## src/rtl/pipeline_credit_rx_pkg.sv

```systemverilog
// Shared definitions for the credit-gated pipeline receiver.
package pipeline_credit_rx_pkg;

    // Default sizing used by the top level and its FIFO.
    localparam int unsigned DefaultDataWidth = 32;
    localparam int unsigned DefaultDepth     = 4;

    // Width needed to hold any value 0..depth (credits and FIFO count).
    function automatic int unsigned credit_width(input int unsigned depth);
        return $clog2(depth + 1);
    endfunction

    // Pointer width; at least one bit so a single-entry FIFO still has a legal vector.
    function automatic int unsigned ptr_width(input int unsigned depth);
        return (depth > 1) ? $clog2(depth) : 1;
    endfunction

endpackage

```

## src/rtl/pipeline_credit_rx_fifo.sv

```systemverilog
// Result FIFO for the credit-gated pipeline receiver. Arbitrary depth (pointers
// wrap by compare), registered count, no bypass, sticky overflow on a dropped write.
module pipeline_credit_rx_fifo
    import pipeline_credit_rx_pkg::*;
#(
    parameter int unsigned DATA_WIDTH = DefaultDataWidth,
    parameter int unsigned DEPTH      = DefaultDepth
) (
    input  logic                            clk,
    input  logic                            rst,
    input  logic                            wr_en,
    input  logic [DATA_WIDTH-1:0]           wr_data,
    input  logic                            rd_en,
    output logic [DATA_WIDTH-1:0]           rd_data,
    output logic [credit_width(DEPTH)-1:0]  count,
    output logic                            overflow
);

    localparam int unsigned CntW = credit_width(DEPTH);
    localparam int unsigned PtrW = ptr_width(DEPTH);

    localparam logic [PtrW-1:0] PtrLast = PtrW'(DEPTH - 1);
    localparam logic [CntW-1:0] CntFull = CntW'(DEPTH);

    logic [DATA_WIDTH-1:0] mem_q [DEPTH];

    logic [PtrW-1:0] wr_ptr_q, wr_ptr_d;
    logic [PtrW-1:0] rd_ptr_q, rd_ptr_d;
    logic [CntW-1:0] count_q, count_d;
    logic            overflow_q, overflow_d;

    logic empty;
    logic full;
    logic do_rd;
    logic do_wr;

    // Next-state for pointers, count and the sticky overflow flag.
    always_comb begin
        empty      = (count_q == '0);
        full       = (count_q == CntFull);
        // A write into a full FIFO is still accepted when a read frees a slot this cycle.
        do_rd      = rd_en && !empty;
        do_wr      = wr_en && (!full || do_rd);
        wr_ptr_d   = wr_ptr_q;
        rd_ptr_d   = rd_ptr_q;
        count_d    = count_q;
        overflow_d = overflow_q;

        if (do_wr) begin
            wr_ptr_d = (wr_ptr_q == PtrLast) ? '0 : wr_ptr_q + 1'b1;
        end
        if (do_rd) begin
            rd_ptr_d = (rd_ptr_q == PtrLast) ? '0 : rd_ptr_q + 1'b1;
        end

        unique case ({do_wr, do_rd})
            2'b10:   count_d = count_q + 1'b1;
            2'b01:   count_d = count_q - 1'b1;
            default: count_d = count_q;
        endcase

        // Dropped write: the credit loop and the pipeline disagree.
        if (wr_en && full && !do_rd) begin
            overflow_d = 1'b1;
        end
    end

    // Control state register with synchronous reset.
    always_ff @(posedge clk) begin
        if (rst) begin
            wr_ptr_q   <= '0;
            rd_ptr_q   <= '0;
            count_q    <= '0;
            overflow_q <= 1'b0;
        end else begin
            wr_ptr_q   <= wr_ptr_d;
            rd_ptr_q   <= rd_ptr_d;
            count_q    <= count_d;
            overflow_q <= overflow_d;
        end
    end

    // Storage write; contents are left unreset since they are masked by count.
    always_ff @(posedge clk) begin
        if (do_wr && !rst) begin
            mem_q[wr_ptr_q] <= wr_data;
        end
    end

    assign rd_data  = mem_q[rd_ptr_q];
    assign count    = count_q;
    assign overflow = overflow_q;

endmodule

```

## src/rtl/pipeline_credit_rx.sv

```systemverilog
// Terminating end of a valid-only fixed-latency pipeline. Launches are gated by
// a credit counter so results never outnumber FIFO space; results drain downstream
// through a ready/valid interface with backpressure.
module pipeline_credit_rx
    import pipeline_credit_rx_pkg::*;
#(
    parameter int unsigned DATA_WIDTH = DefaultDataWidth,
    parameter int unsigned DEPTH      = DefaultDepth
) (
    input  logic                            clk,
    input  logic                            rst,
    input  logic                            src_valid,
    output logic                            src_ready,
    input  logic [DATA_WIDTH-1:0]           src_data,
    output logic                            pipe_input_valid,
    output logic [DATA_WIDTH-1:0]           pipe_x,
    input  logic                            pipe_output_valid,
    input  logic [DATA_WIDTH-1:0]           pipe_out,
    output logic                            dst_valid,
    input  logic                            dst_ready,
    output logic [DATA_WIDTH-1:0]           dst_data,
    output logic [credit_width(DEPTH)-1:0]  credits,
    output logic                            overflow
);

    localparam int unsigned CntW = credit_width(DEPTH);

    localparam logic [CntW-1:0] CreditsMax = CntW'(DEPTH);

    logic [CntW-1:0] credits_q, credits_d;
    logic [CntW-1:0] fifo_count;
    logic            launch;
    logic            deq;

    // Handshake glue: launch into the pipeline, dequeue toward the consumer.
    always_comb begin
        src_ready        = (credits_q != '0) && !rst;
        launch           = src_valid && src_ready;
        pipe_input_valid = launch;
        pipe_x           = src_data;
        dst_valid        = (fifo_count != '0);
        deq              = dst_valid && dst_ready;
    end

    // Credit next-state: one credit per launch, returned when its result leaves the FIFO.
    always_comb begin
        credits_d = credits_q;
        unique case ({launch, deq})
            2'b10:   credits_d = credits_q - 1'b1;
            // Saturate so an injected/stray result can never push credits past DEPTH.
            2'b01:   credits_d = (credits_q == CreditsMax) ? credits_q : credits_q + 1'b1;
            default: credits_d = credits_q;
        endcase
    end

    // Credit register with synchronous reset to a full allowance.
    always_ff @(posedge clk) begin
        if (rst) begin
            credits_q <= CreditsMax;
        end else begin
            credits_q <= credits_d;
        end
    end

    pipeline_credit_rx_fifo #(
        .DATA_WIDTH (DATA_WIDTH),
        .DEPTH      (DEPTH)
    ) u_fifo (
        .clk      (clk),
        .rst      (rst),
        .wr_en    (pipe_output_valid),
        .wr_data  (pipe_out),
        .rd_en    (deq),
        .rd_data  (dst_data),
        .count    (fifo_count),
        .overflow (overflow)
    );

    assign credits = credits_q;

endmodule

```

## config.mk

```make
export PLATFORM = sky130hd
export DESIGN_NAME = pipeline_credit_rx
export DESIGN_NICKNAME = d
export VERILOG_FILES = /design/src/rtl/pipeline_credit_rx_pkg.sv /design/src/rtl/pipeline_credit_rx_fifo.sv /design/src/rtl/pipeline_credit_rx.sv
export SDC_FILE = /design/constraint.sdc
export NUM_CORES = 1
export LEC_CHECK = 0
export BUFFER_PORTS_ARGS = -buffer_cell sky130_fd_sc_hd__buf_2
export CAP_MARGIN = 30
export CORE_ASPECT_RATIO = 0.5
export CORE_MARGIN = 8
export CORE_UTILIZATION = 45
export CTS_BUF_LIST = sky130_fd_sc_hd__clkbuf_4
export CTS_CLUSTER_DIAMETER = 30
export CTS_CLUSTER_SIZE = 40
export DETAILED_ROUTE_END_ITERATION = 7
export GPL_TIMING_DRIVEN = 0
export PLACE_DENSITY_LB_ADDON = 0.3
export SYNTH_ARGS = -nofsm -noshare
export SYNTH_HDL_FRONTEND = slang
export SYNTH_SLANG_ARGS = --single-unit
```

## constraint.sdc

```tcl
create_clock -name clk -period 6.5 [get_ports clk]
set_input_delay 0.65 -clock clk [delete_from_list [all_inputs] [get_ports clk]]
set_output_delay 0.65 -clock clk [all_outputs]
set_load 0.05 [all_outputs]
```

Yosys cells after proc, flatten, opt, wreduce, memory -nomap -nowiden:

Memory sizes are Yosys's and may differ from the RTL's. A register that Yosys moved wholly into a read port is not among the register bits.
Index checks and enable logic that the tools add are counted.
Widths: inputs -> output; s select.

* bits in registers: 11
* bits in writable memories: 128
* bits of input ports: 69
* output and inout bits: 71
* word-level logic and storage cells: 49
* memories kept: 1

* $add $sub $neg: 6
* equality and inequality tests: 9
* multiplexer cells: 9
* reduce and logical (&&, ||, !) cells: 19

Memory list
* u_fifo.mem_q: depth 4, bits a word 32, read ports 1, clocked after Yosys merged registers in 1, wr ports 1, RTL line pipeline_credit_rx_fifo.sv:25 `logic [DATA_WIDTH-1:0] mem_q [DEPTH];`

Operator list (count)
* $pmux 3 s2: 2
* $eq 2x2->1 const B: 4
* $logic_and 1x1->1: 8
* $mux 2: 4
* $add 3x1->3 const B: 2
* $eq 3x3->1 const B: 2
* $reduce_bool 3->1: 2
* $sub 3x1->3 const B: 2
* $add 2x1->2 const B: 2
* $eq 2x1->1 const B: 2
* $logic_not 1->1: 4
* $reduce_bool 2->1: 2
* $logic_not 3->1: 1
* $mux 3: 1
* $mux 1: 2
* $ne 2x2->1 const B: 1
* $reduce_and 2->1: 1
* $logic_or 1x1->1: 1

Longest topological paths before layout:

Gate-level depths: netlist of run 1.

* depth in word-level cells: 8
* depth in mapped cells: 8
* gate-level depth less buffers: 8

Modules after synthesis:

Synthesis of run 1 repeated with hierarchy kept, for this count alone.

* cells, all modules: 298
* area total of the unflattened synthesis: 5761.8 um2

By module, submodules not included
* pipeline_credit_rx_fifo: instances 1, cells an instance 236, area each 5258.8 um2, sequential area each 4043.9 um2
* pipeline_credit_rx: instances 1, cells an instance 62, area each 503.0 um2, sequential area each 60.1 um2

Worst setup path before layout of run 1:

No wires, ideal clock.

* path kind: in2reg
* from: input port dst_ready
* to: register u_fifo.count_q[2] (netlist: u_fifo.count[2])
* setup time: 0.071 ns
* arrival: 2.317 ns
* required time: 6.429 ns
* slack: 4.112 ns
* stages on the path: 8
* path buffers: 0
* cell sequence: nor4b_1 -> nand2b_1 -> ha_1 -> inv_1 -> fa_1 -> xor2_1 -> or3_1 -> a21oi_1

* word-level cells in the longest chain between the ends: 6
* elaborated cells on any way between the ends: 8
* those cells by class: 2 x eq/ne; 1 x mux; 5 x reduce/logical

Ends and longest elaborated chain
* start: declaration: RTL line pipeline_credit_rx.sv:20 `input logic dst_ready,`
* $logic_and 1x1->1 (*): RTL line pipeline_credit_rx.sv:42 `deq = dst_valid && dst_ready;`
* $logic_and 1x1->1 (*): RTL line pipeline_credit_rx_fifo.sv:42 `do_rd = rd_en && !empty;`
* $logic_or 1x1->1: RTL line pipeline_credit_rx_fifo.sv:43 `do_wr = wr_en && (!full || do_rd);`
* $logic_and 1x1->1: RTL line pipeline_credit_rx_fifo.sv:43
* $eq 2x1->1 / $eq 2x2->1 (equally long branches): RTL line pipeline_credit_rx_fifo.sv:56 `unique case ({do_wr, do_rd})`
* $pmux 3 s2 / $reduce_bool 2->1 (equally long branches)
* end signal: assignment: RTL line pipeline_credit_rx_fifo.sv:78 `count_q <= count_d;`
* end: declaration: RTL line pipeline_credit_rx_fifo.sv:29 `logic [CntW-1:0] count_q, count_d;`

Mark *: on every way between the ends. The rest lies on a longest branch, timed or not.
A chain may end at the register's enable or synchronous reset.

==> impl_metrics.ini, run 1 <==
[power_and_ir_drop]
leakagePower_uw = 0.00238
pwr-share-clk_pct = 20.7
p_int_uw = 1490
power_density_nw_per_um2 = 359
combPwrFrac_pct = 33.4
switching_share_pct = 36.7
peakVddDrop_v = 0.000292
p_sw_uw = 864
seqPwrFrac_pct = 45.9

[die]
core_um2 = 11900
io_pins = 140
initial_core_util_pct = 46.8
dieArea_um2 = 16500
die_w_um = 174
fp-row-count = 28
die_h_um = 94.8

[detailed_routing]
drc_errors = 0
final_antenna_net_count = 0
firstDrtPassIters = 4
drtIter0Drc = 201
wl_per_cell_um = 18.4
totalWireLength_mm = 10.8
viasPerCell = 4.96
num_vias = 2909

[global_routing]
grt_max_degree = 33
grt_pass1_wl_mm = 17.2
antenna_found_initial = 1
grt_usage_pct = 13.5
overflow = 0
grt_pass1_vias = 3338

[setup_path]
critPathKind = register to output pin
critPathMaxFanout = 10
crit_path_start_kind = register
cp-end-kind = output pin
crit_required_ns = 5.85
arrival_ns = 2.16

[clock_network]
numCtsBuffers = 17
cts_root_buf = clkbuf_4
cts_buffer_depth = 2
path_clk_slew_ns = 0.13
clock_latency_ns = 0.51
cts_resized = 0
hold_buffers = 0
cts_setup_buffers = 0
clock-sinks = 141
cts.htree.levels = 4
cts_tree = done

[place]
globalplace.congestion = 0.816
hpwl_mm = 7.44
io_buffers = 107
dp.cells = 554
pre_cts_ws_ns = 3.75

[final_layout]
fill_cells = 953
stdcell_count = 586
num_antenna_cells = 0
layout_commonest_cell = edfxtp_1
area_growth_syn_to_layout_pct = 17.6
mostFrequentLayoutCells = edfxtp_1, buf_2, mux4_2, buf_4, clkbuf_4
final_util_pct = 55.0
nNetsFinal = 485
multi_input_area_um2 = 1180
drive_gt1_share_pct = 50.8
ff_latch_area_um2 = 4100

[sta]
min_period_ns = 2.81
rsz0062_at_grt = no
worstMarginPinSlew_ns = 0.887
fin_skew_ns = 0.0214
drv_slew = 0
fmax_mhz = 356
post-route-period-util_pct = 43.2
setup-violations-final = 0
finalWorstSetupSlack_ns = 3.69
maxSlewHeadroom_pct = 40.9
fin_tns_setup_ns = 0
finalHoldViolations = 0

[job]
drv_cap = 0

[synth]
synth_edf_count = 128
ys_types = 34
synth_top_area_share_pct = 68.8
synthCells = 282
yosysTopAreaCell = edfxtp_1
synth_warnings = 0
async_reset_ff_share_pct = 0
yosys-top-cells-area = edfxtp_1, mux4_2, dfxtp_1
synth.avg_cell_area_um2 = 19.8
synth_nets = 359
synth_seq_cells = 141
ys.flop_type = edfxtp_1
synth-seq-area-share_pct = 73.5
syn_area_um2 = 5590

[hold_path]
min_path_type = input pin to register

[outcome]
run_status = complete, no violations
==> power groups by stage <==
stage	sequential, uW	clock (uW)	combinational [uW]
6_report	1080	487	787
5_1_grt	1090	546	841
4_1_cts	1080	504	802
3_5_place_dp	1100	0	800
3_3_place_gp	1100	0	781
2_1_floorplan	1130	0	599
==> per-layer routing <==
metal | GRT usage [%] | part of all wire (%) | routed length [um]
met5 | 0 | 0.093 | 10
met4 | 4.24 | 1.3 | 136
met2 | 23.9 | 51 | 5490
met1 | 15.4 | 42 | 4520
met3 | 4.86 | 6.0 | 652
==> registers in the layout, summed over array words and instances (netlist names), named ones only <==
register,count
u_fifo.rd_ptr_q,2
u_fifo.count,3
credits,3
u_fifo.overflow,1
u_fifo.wr_ptr_q,2
u_fifo.mem_q,128
==> synth_stat cells, drive strengths merged (2+ instances only) <==
cell	number
xor2	2
a31oi	2
nand2b	3
mux4	32
o21ai	3
or3	3
dfxtp	13
edfxtp	128
nor2	11
nor3	3
clkbuf	3
and2	4
buf	37
a21oi	6
ha	6
inv	8
fa	2
nand2	4
==> final timing paths <==
check                                  end  depth (start not counted)                    startpoint  slack (ns)
max                           dst_data[20]                          3                      register        3.69
max reg2reg   u_fifo.count[2]$_SDFFE_PP0P_                          8  u_fifo.count[0]$_SDFFE_PP0P_        4.07
min reg2reg   u_fifo.overflow$_SDFFE_PP0P_                          2  u_fifo.overflow$_SDFFE_PP0P_        0.50
min          u_fifo.mem_q[1][11]$_DFFE_PP_                          1                  pipe_out[11]        0.34
==> critical path: stages (launching register included) <==
cell,delay [ns]
dfxtp_1,0.46
clkbuf_1,0.54
mux4_2,0.43
buf_2,0.23
==> layout make-up <==
cell class,count,area share (%)
inverter,8,0.495
clock buffer,21,2.40
multi-input combinational,93,18.0
sequential,141,62.5
buffer,40,4.19
clock inverter,11,1.20
tap,165,3.14
timing repair buffer,107,8.15
==> cell families (layout without fill, tap and decap cells) <==
| logic type | Yosys count | in the layout | share of synthesized area (%) |
|---|---|---|---|
| adder cells (fa/ha/maj) | 8 | 8 | 2.06 |
| AND/OR/NAND/NOR | 32 | 32 | 2.96 |
| AO/OA/AOI/OAI | 16 | 16 | 2.26 |
| flip-flops | 141 | 141 | 73.5 |
| XOR/XNOR | 3 | 3 | 0.470 |
| multiplexers | 34 | 34 | 13.3 |
| buffers and inverters | 48 | 187 | 5.51 |
==> metrics by stage <==
stage / cell area [um2] / hold WS, ns / total power [uW]
final: 6570 / 0.341 / 2360
after detailed placement: 6330 / 0.478 / 1900
after floorplan: 5590 / 0.454 / 1720
after global placement: 6330 / 0.464 / 1880
after global routing: 6570 / 0.297 / 2480
after CTS: 6570 / 0.298 / 2390
No activity file was read; power rests on OpenSTA's default activity.
==> run 2: changes to the inputs <==
clock period = 2.28 ns   (was 6.5 ns; I/O delays follow)
==> run 2 against run 1 <==
Hold slack lost 0.25 ns. Sequential power grew to 2.9 times the previous value. First-iteration DRC count shrank 7.5%. Sequential share of layout area shrank 3.9 points. Utilization grew 3.8 points. Non-clock buffer count grew 36. Largest power group unchanged. Wire length grew 2.3%.
==> impl_metrics.ini, run 2 (synthesis results as in run 1) <==
[final_layout]
layout_commonest_cell = edfxtp_1
fill_cells = 914
area_growth_syn_to_layout_pct = 25.7
drive_gt1_share_pct = 49.7
num_antenna_cells = 0
mostFrequentLayoutCells = edfxtp_1, buf_2, buf_4, dlygate4sd3_1, mux4_2
top_register = u_fifo.mem_q
largest_reg_flops = 128
nNetsFinal = 521

[clock_network]
path_clk_slew_ns = 0.11
cts_root_buf = clkbuf_4
cts.htree.levels = 4
clock-sinks = 141
cts_buffer_depth = 2
numCtsBuffers = 17
clock_latency_ns = 0.51
cts_tree = done

[hold_path]
min_path_type = input pin to register

[detailed_routing]
firstDrtPassIters = 4
num_vias = 3037
drc_errors = 0
wl_per_cell_um = 17.8
totalWireLength_mm = 11.1
viasPerCell = 4.88
final_antenna_net_count = 0
drtIter0Drc = 186

[setup_path]
critPathTopFamily = simple AND/OR/NAND/NOR gates
critPathKind = register to register
timing.critical_path.cells = nor4b_4, nand2b_4, ha_2, inv_1, fa_2, xor2_1, or3_1, a21oi_2
crit_required_ns = 2.71
crit_path_start_kind = register
r2r_slack_ns = 0.11
cp-end-kind = register
arrival_ns = 2.60
cpMaxStageDelayCell = dfxtp_4
max_stage_delay_ns = 0.37
path_buf_inv = 1
critPathMaxFanout = 5

[global_routing]
overflow = 0
grt_pass1_vias = 3534
grt_pass1_wl_mm = 17.8
grt_usage_pct = 13.9
antenna_found_initial = 0
grt_max_degree = 33

[sta]
finalWorstSetupSlack_ns = 0.109
post-route-period-util_pct = 95.2
whs_ns = 0.0951
setup-violations-final = 0
fmax_mhz = 461
rsz0062_at_grt = no
fin_skew_ns = 0.0183
drv_slew = 0
worstMarginPinSlew_ns = 0.870
finalHoldViolations = 0
maxSlewHeadroom_pct = 42.0
min_period_ns = 2.17

[outcome]
run_status = complete, no violations

[die]
die_h_um = 94.8
initial_core_util_pct = 46.8
die_w_um = 174
core_um2 = 11900
io_pins = 140
fp-row-count = 28
dieArea_um2 = 16500

[power_and_ir_drop]
power_density_nw_per_um2 = 984
leakagePower_uw = 0.00256
peakVddDrop_v = 0.000839

[job]
drv_cap = 0

[place]
pre_cts_ws_ns = -0.125
hpwl_mm = 7.44
globalplace.congestion = 0.816
io_buffers = 107
[run 2: report_power, final]
part	switching, uW	leakage [uW]	internal, uW
Clock	821	0.000139	567
Combinational	1570	0.00115	856
Sequential	114	0.00127	2980
[run 2: routing by layer]
metal,routed length (um),share of wire [%],track usage [%],up-vias
met4,123,1.1,4.24,0
met3,642,5.8,4.78,10
met2,5680,51,24.7,111
met5,0,0,0,-
met1,4610,42,15.9,1508
li1,-,-,-,1408
[run 2: worst paths after layout]
check	to	startpoint	depth (start not counted)
worst max-delay path	u_fifo.count[2]$_SDFFE_PP0P_	u_fifo.count[1]$_SDFFE_PP0P_	8
worst min-delay path	credits[2]$_SDFFE_PP1P_	src_valid	3
worst min register to register	u_fifo.overflow$_SDFFE_PP0P_	u_fifo.overflow$_SDFFE_PP0P_	2
worst max register to register	u_fifo.count[2]$_SDFFE_PP0P_	u_fifo.count[1]$_SDFFE_PP0P_	8
[run 2: final cells by class]
class / count / area [um2] / share of cell area [%]
Clock inverter: 11 / 78.8 / 1.12
Clock buffer: 21 / 158 / 2.24
Inverter: 8 / 32.5 / 0.463
Tap cell: 165 / 206 / 2.94
Timing Repair Buffer: 143 / 898 / 12.8
Buffer: 40 / 327 / 4.65
Sequential cell: 141 / 4110 / 58.5
Multi-Input combinational cell: 93 / 1210 / 17.2
[run 2: stage by stage]
step / instances / total power (uW) / util [%] / TNS, ns / area, um2
global route: 622 / 7250 / 58.8 / 0 / 7020
floorplan: 282 / 4920 / - / 0 / 5590
finish: 622 / 6910 / 58.8 / 0 / 7020
detailed placement: 554 / 5430 / 53.0 / -0.125 / 6330
global placement: 554 / 5350 / 53.0 / -52.42 / 6330
CTS: 620 / 6880 / 58.1 / -0.578 / 6940
[run 2: what timing repair did]
action,4_1_cts,5_1_grt
gates resized for setup,11,24
endpoints found under the hold margin,130,0
pin swaps,0,1
setup endpoints to repair,31,31
setup buffers,0,2
hold buffers,34,0
[run 2: worst reg2reg max path, stage by stage (launching register included)]
cell	delay, ns
dfxtp_4	0.37
nor4b_4	0.28
nand2b_4	0.20
ha_2	0.19
inv_1	0.06
fa_2	0.34
xor2_1	0.16
or3_1	0.34
a21oi_2	0.16
==> run 3: changes to the inputs <==
CORE_MARGIN = 2   (was 8)
SYNTH_HIERARCHICAL = 1   (was unset)
==> run 3 against run 2 <==
Synthesized cell count grew 5.7%. Power fell by 22%. Count of clock-buffer cells in the layout down 4. Sequential power shrank 5%. Die area shrank 16%. Cell area increased by 5.8%. Setup slack lost 0.013 ns. Non-clock buffer count up 16.
==> impl_metrics.ini, run 3 <==
[global_routing]
antenna_found_initial = 0
grt_usage_pct = 16.3
grt_pass1_wl_mm = 16.5
overflow = 0
grt_pass1_vias = 3397
grt_max_degree = 17

[setup_path]
cpMaxStageDelayCell = fa_2
cp_num_cells = 8
cp-endpoint = u_fifo/count[2]$_SDFFE_PP0P_
max_stage_delay_ns = 0.38
crit_start = u_fifo/count[1]$_SDFFE_PP0P_
r2r_end = u_fifo/count[2]$_SDFFE_PP0P_
path_buf_inv = 1
r2r_slack_ns = 0.1
timing.critical_path.cells = o31a_1, buf_6, o31ai_2, or2_2, fa_2, or3b_1, a31oi_1, a31oi_1
arrival_ns = 2.57
crit_top_cell = a31oi_1
critPathTopFamily = simple AND/OR/NAND/NOR gates
r2r_start = u_fifo/count[1]$_SDFFE_PP0P_
critPathMaxFanout = 5
reg2reg_depth = 8
crit_required_ns = 2.67
crit_path_start_kind = register
critPathKind = register to register
cp-end-kind = register

[die]
die_w_um = 164
dieArea_um2 = 13800
core_um2 = 12600
die_h_um = 84.0
initial_core_util_pct = 45.8
io_pins = 140
fp-row-count = 29

[synth]
ys_types = 46
synth-seq-area-share_pct = 71.2
synth_nets = 374
async_reset_ff_share_pct = 0
synth.avg_cell_area_um2 = 19.3
ys.flop_type = edfxtp_1
yosysMostFrequentCell = edfxtp_1
synth_top_area_share_pct = 66.7
yosys-top-cells-area = edfxtp_1, mux4_2, buf_4
synthCells = 298
ys_top_cells_by_count = edfxtp_1, buf_4, mux4_2
synth_seq_cells = 141
yosysTopAreaCell = edfxtp_1
syn_area_um2 = 5760
synth_warnings = 6
synth_edf_count = 128

[detailed_routing]
totalWireLength_mm = 10.4
drtIter0Drc = 156
drc_errors = 0
wl_per_cell_um = 16.0
firstDrtPassIters = 4
viasPerCell = 4.89
final_antenna_net_count = 0
num_vias = 3186

[final_layout]
drive_gt1_share_pct = 51.9
area_growth_syn_to_layout_pct = 28.9
fill_cells = 948
mostFrequentLayoutCells = edfxtp_1, buf_2, buf_4, dlygate4sd3_1, mux4_2
multi_input_area_um2 = 1360
ff_latch_area_um2 = 4110
num_antenna_cells = 0
nNetsFinal = 546
largest_reg_flops = 128
layout_commonest_cell = edfxtp_1
top_register = u_fifo/mem_q

[power_and_ir_drop]
total_power_uw = 5380
power_density_nw_per_um2 = 724
peakVddDrop_v = 0.000351
leakagePower_uw = 0.00270

[sta]
finalHoldViolations = 0
post-route-period-util_pct = 95.8
finalWorstSetupSlack_ns = 0.0954
min_period_ns = 2.18
drv_slew = 0
whs_ns = 0.0440
fin_skew_ns = 0.0118
rsz0062_at_grt = yes
worstMarginPinSlew_ns = 0.710
setup-violations-final = 0
maxSlewHeadroom_pct = 52.7
fmax_mhz = 458
fin_tns_setup_ns = 0

[clock_network]
clock_latency_ns = 0.52
numCtsBuffers = 17
path_clk_slew_ns = 0.12
cts.htree.levels = 4
cts_root_buf = clkbuf_4
clock-sinks = 141
cts_buffer_depth = 2
cts_tree = done

[place]
pre_cts_ws_ns = -0.172
globalplace.congestion = 0.756
io_buffers = 107
hpwl_mm = 7.05

[hold_path]
min_path_type = input pin to register

[outcome]
run_status = complete, no violations

[job]
drv_cap = 0
run 3: cells by family (layout without fill, tap and decap cells):
group | Yosys count | after routing | synth area share, %
mux | 37 | 37 | 13.5
fa+ha+maj | 7 | 7 | 1.78
simple gates | 39 | 39 | 4.02
xor+xnor | 3 | 3 | 0.456
buf+inv | 52 | 236 | 6.17
compound gates | 19 | 19 | 2.87
flops | 141 | 141 | 71.2
run 3: what timing repair did:
| action | 4_1_cts | 5_1_grt |
|---|---|---|
| gates resized for setup | 8 | 8 |
| pin swaps | 1 | 0 |
| hold buffers | 32 | 0 |
| buffers inserted | 7 | 1 |
| endpoints found under the hold margin | 128 | 0 |
| endpoints found under the setup margin | 100 | 24 |
run 3: worst min-delay path: cells and delay by family:
kind                   cells  cell delay (ns)
AO/OA/AOI/OAI              2             0.15
AND/OR/NAND/NOR            1             0.05
buffers and inverters      1             0.10
run 3: how the worst min path moves through the flow:
stage / from / endpoint / cells after the start
finish: pipe_output_valid / u_fifo/count[2]$_SDFFE_PP0P_ / 4
global route: rst / credits[1]$_SDFFE_PP0P_ / 2
CTS: rst / credits[1]$_SDFFE_PP0P_ / 2
detailed placement: pipe_out[18] / u_fifo/mem_q[0][18]$_DFFE_PP_ / 1
global placement: pipe_out[14] / u_fifo/mem_q[2][14]$_DFFE_PP_ / 1
floorplan: rst / credits[2]$_SDFFE_PP1P_ / 2
run 3: where the power goes:
group / internal, uW / total (uW) / switching [uW]
logic: 360 / 950 / 590
clock network: 557 / 1480 / 921
registers: 2910 / 2950 / 44.8
run 3: cell type report:
| cell class | count | area share, % |
|---|---|---|
| flip-flops and latches | 141 | 55.3 |
| plain buffers | 44 | 4.72 |
| clock inverters | 14 | 1.85 |
| well taps | 170 | 2.86 |
| clock buffers | 17 | 1.72 |
| multi-input cells | 105 | 18.2 |
| repair buffers | 155 | 15.0 |
| inverters | 6 | 0.303 |
run 3: per-stage QoR:
stage	util, %	instance area, um2	cells
after global routing	59.0	7430	652
final	59.0	7430	652
after global placement	51.9	6540	575
after detailed placement	53.7	6760	583
after floorplan	-	5790	298
after CTS	58.8	7400	651
run 3: metal layers:
layer  track usage (%)  vias to the layer above  share of wire (%)
met1              18.8                     1580                 42
li1                  -                     1503                  -
met2              28.6                       96                 51
met4              5.18                        0               0.90
met3              5.71                        7                5.7
met5                 0                        -                  0
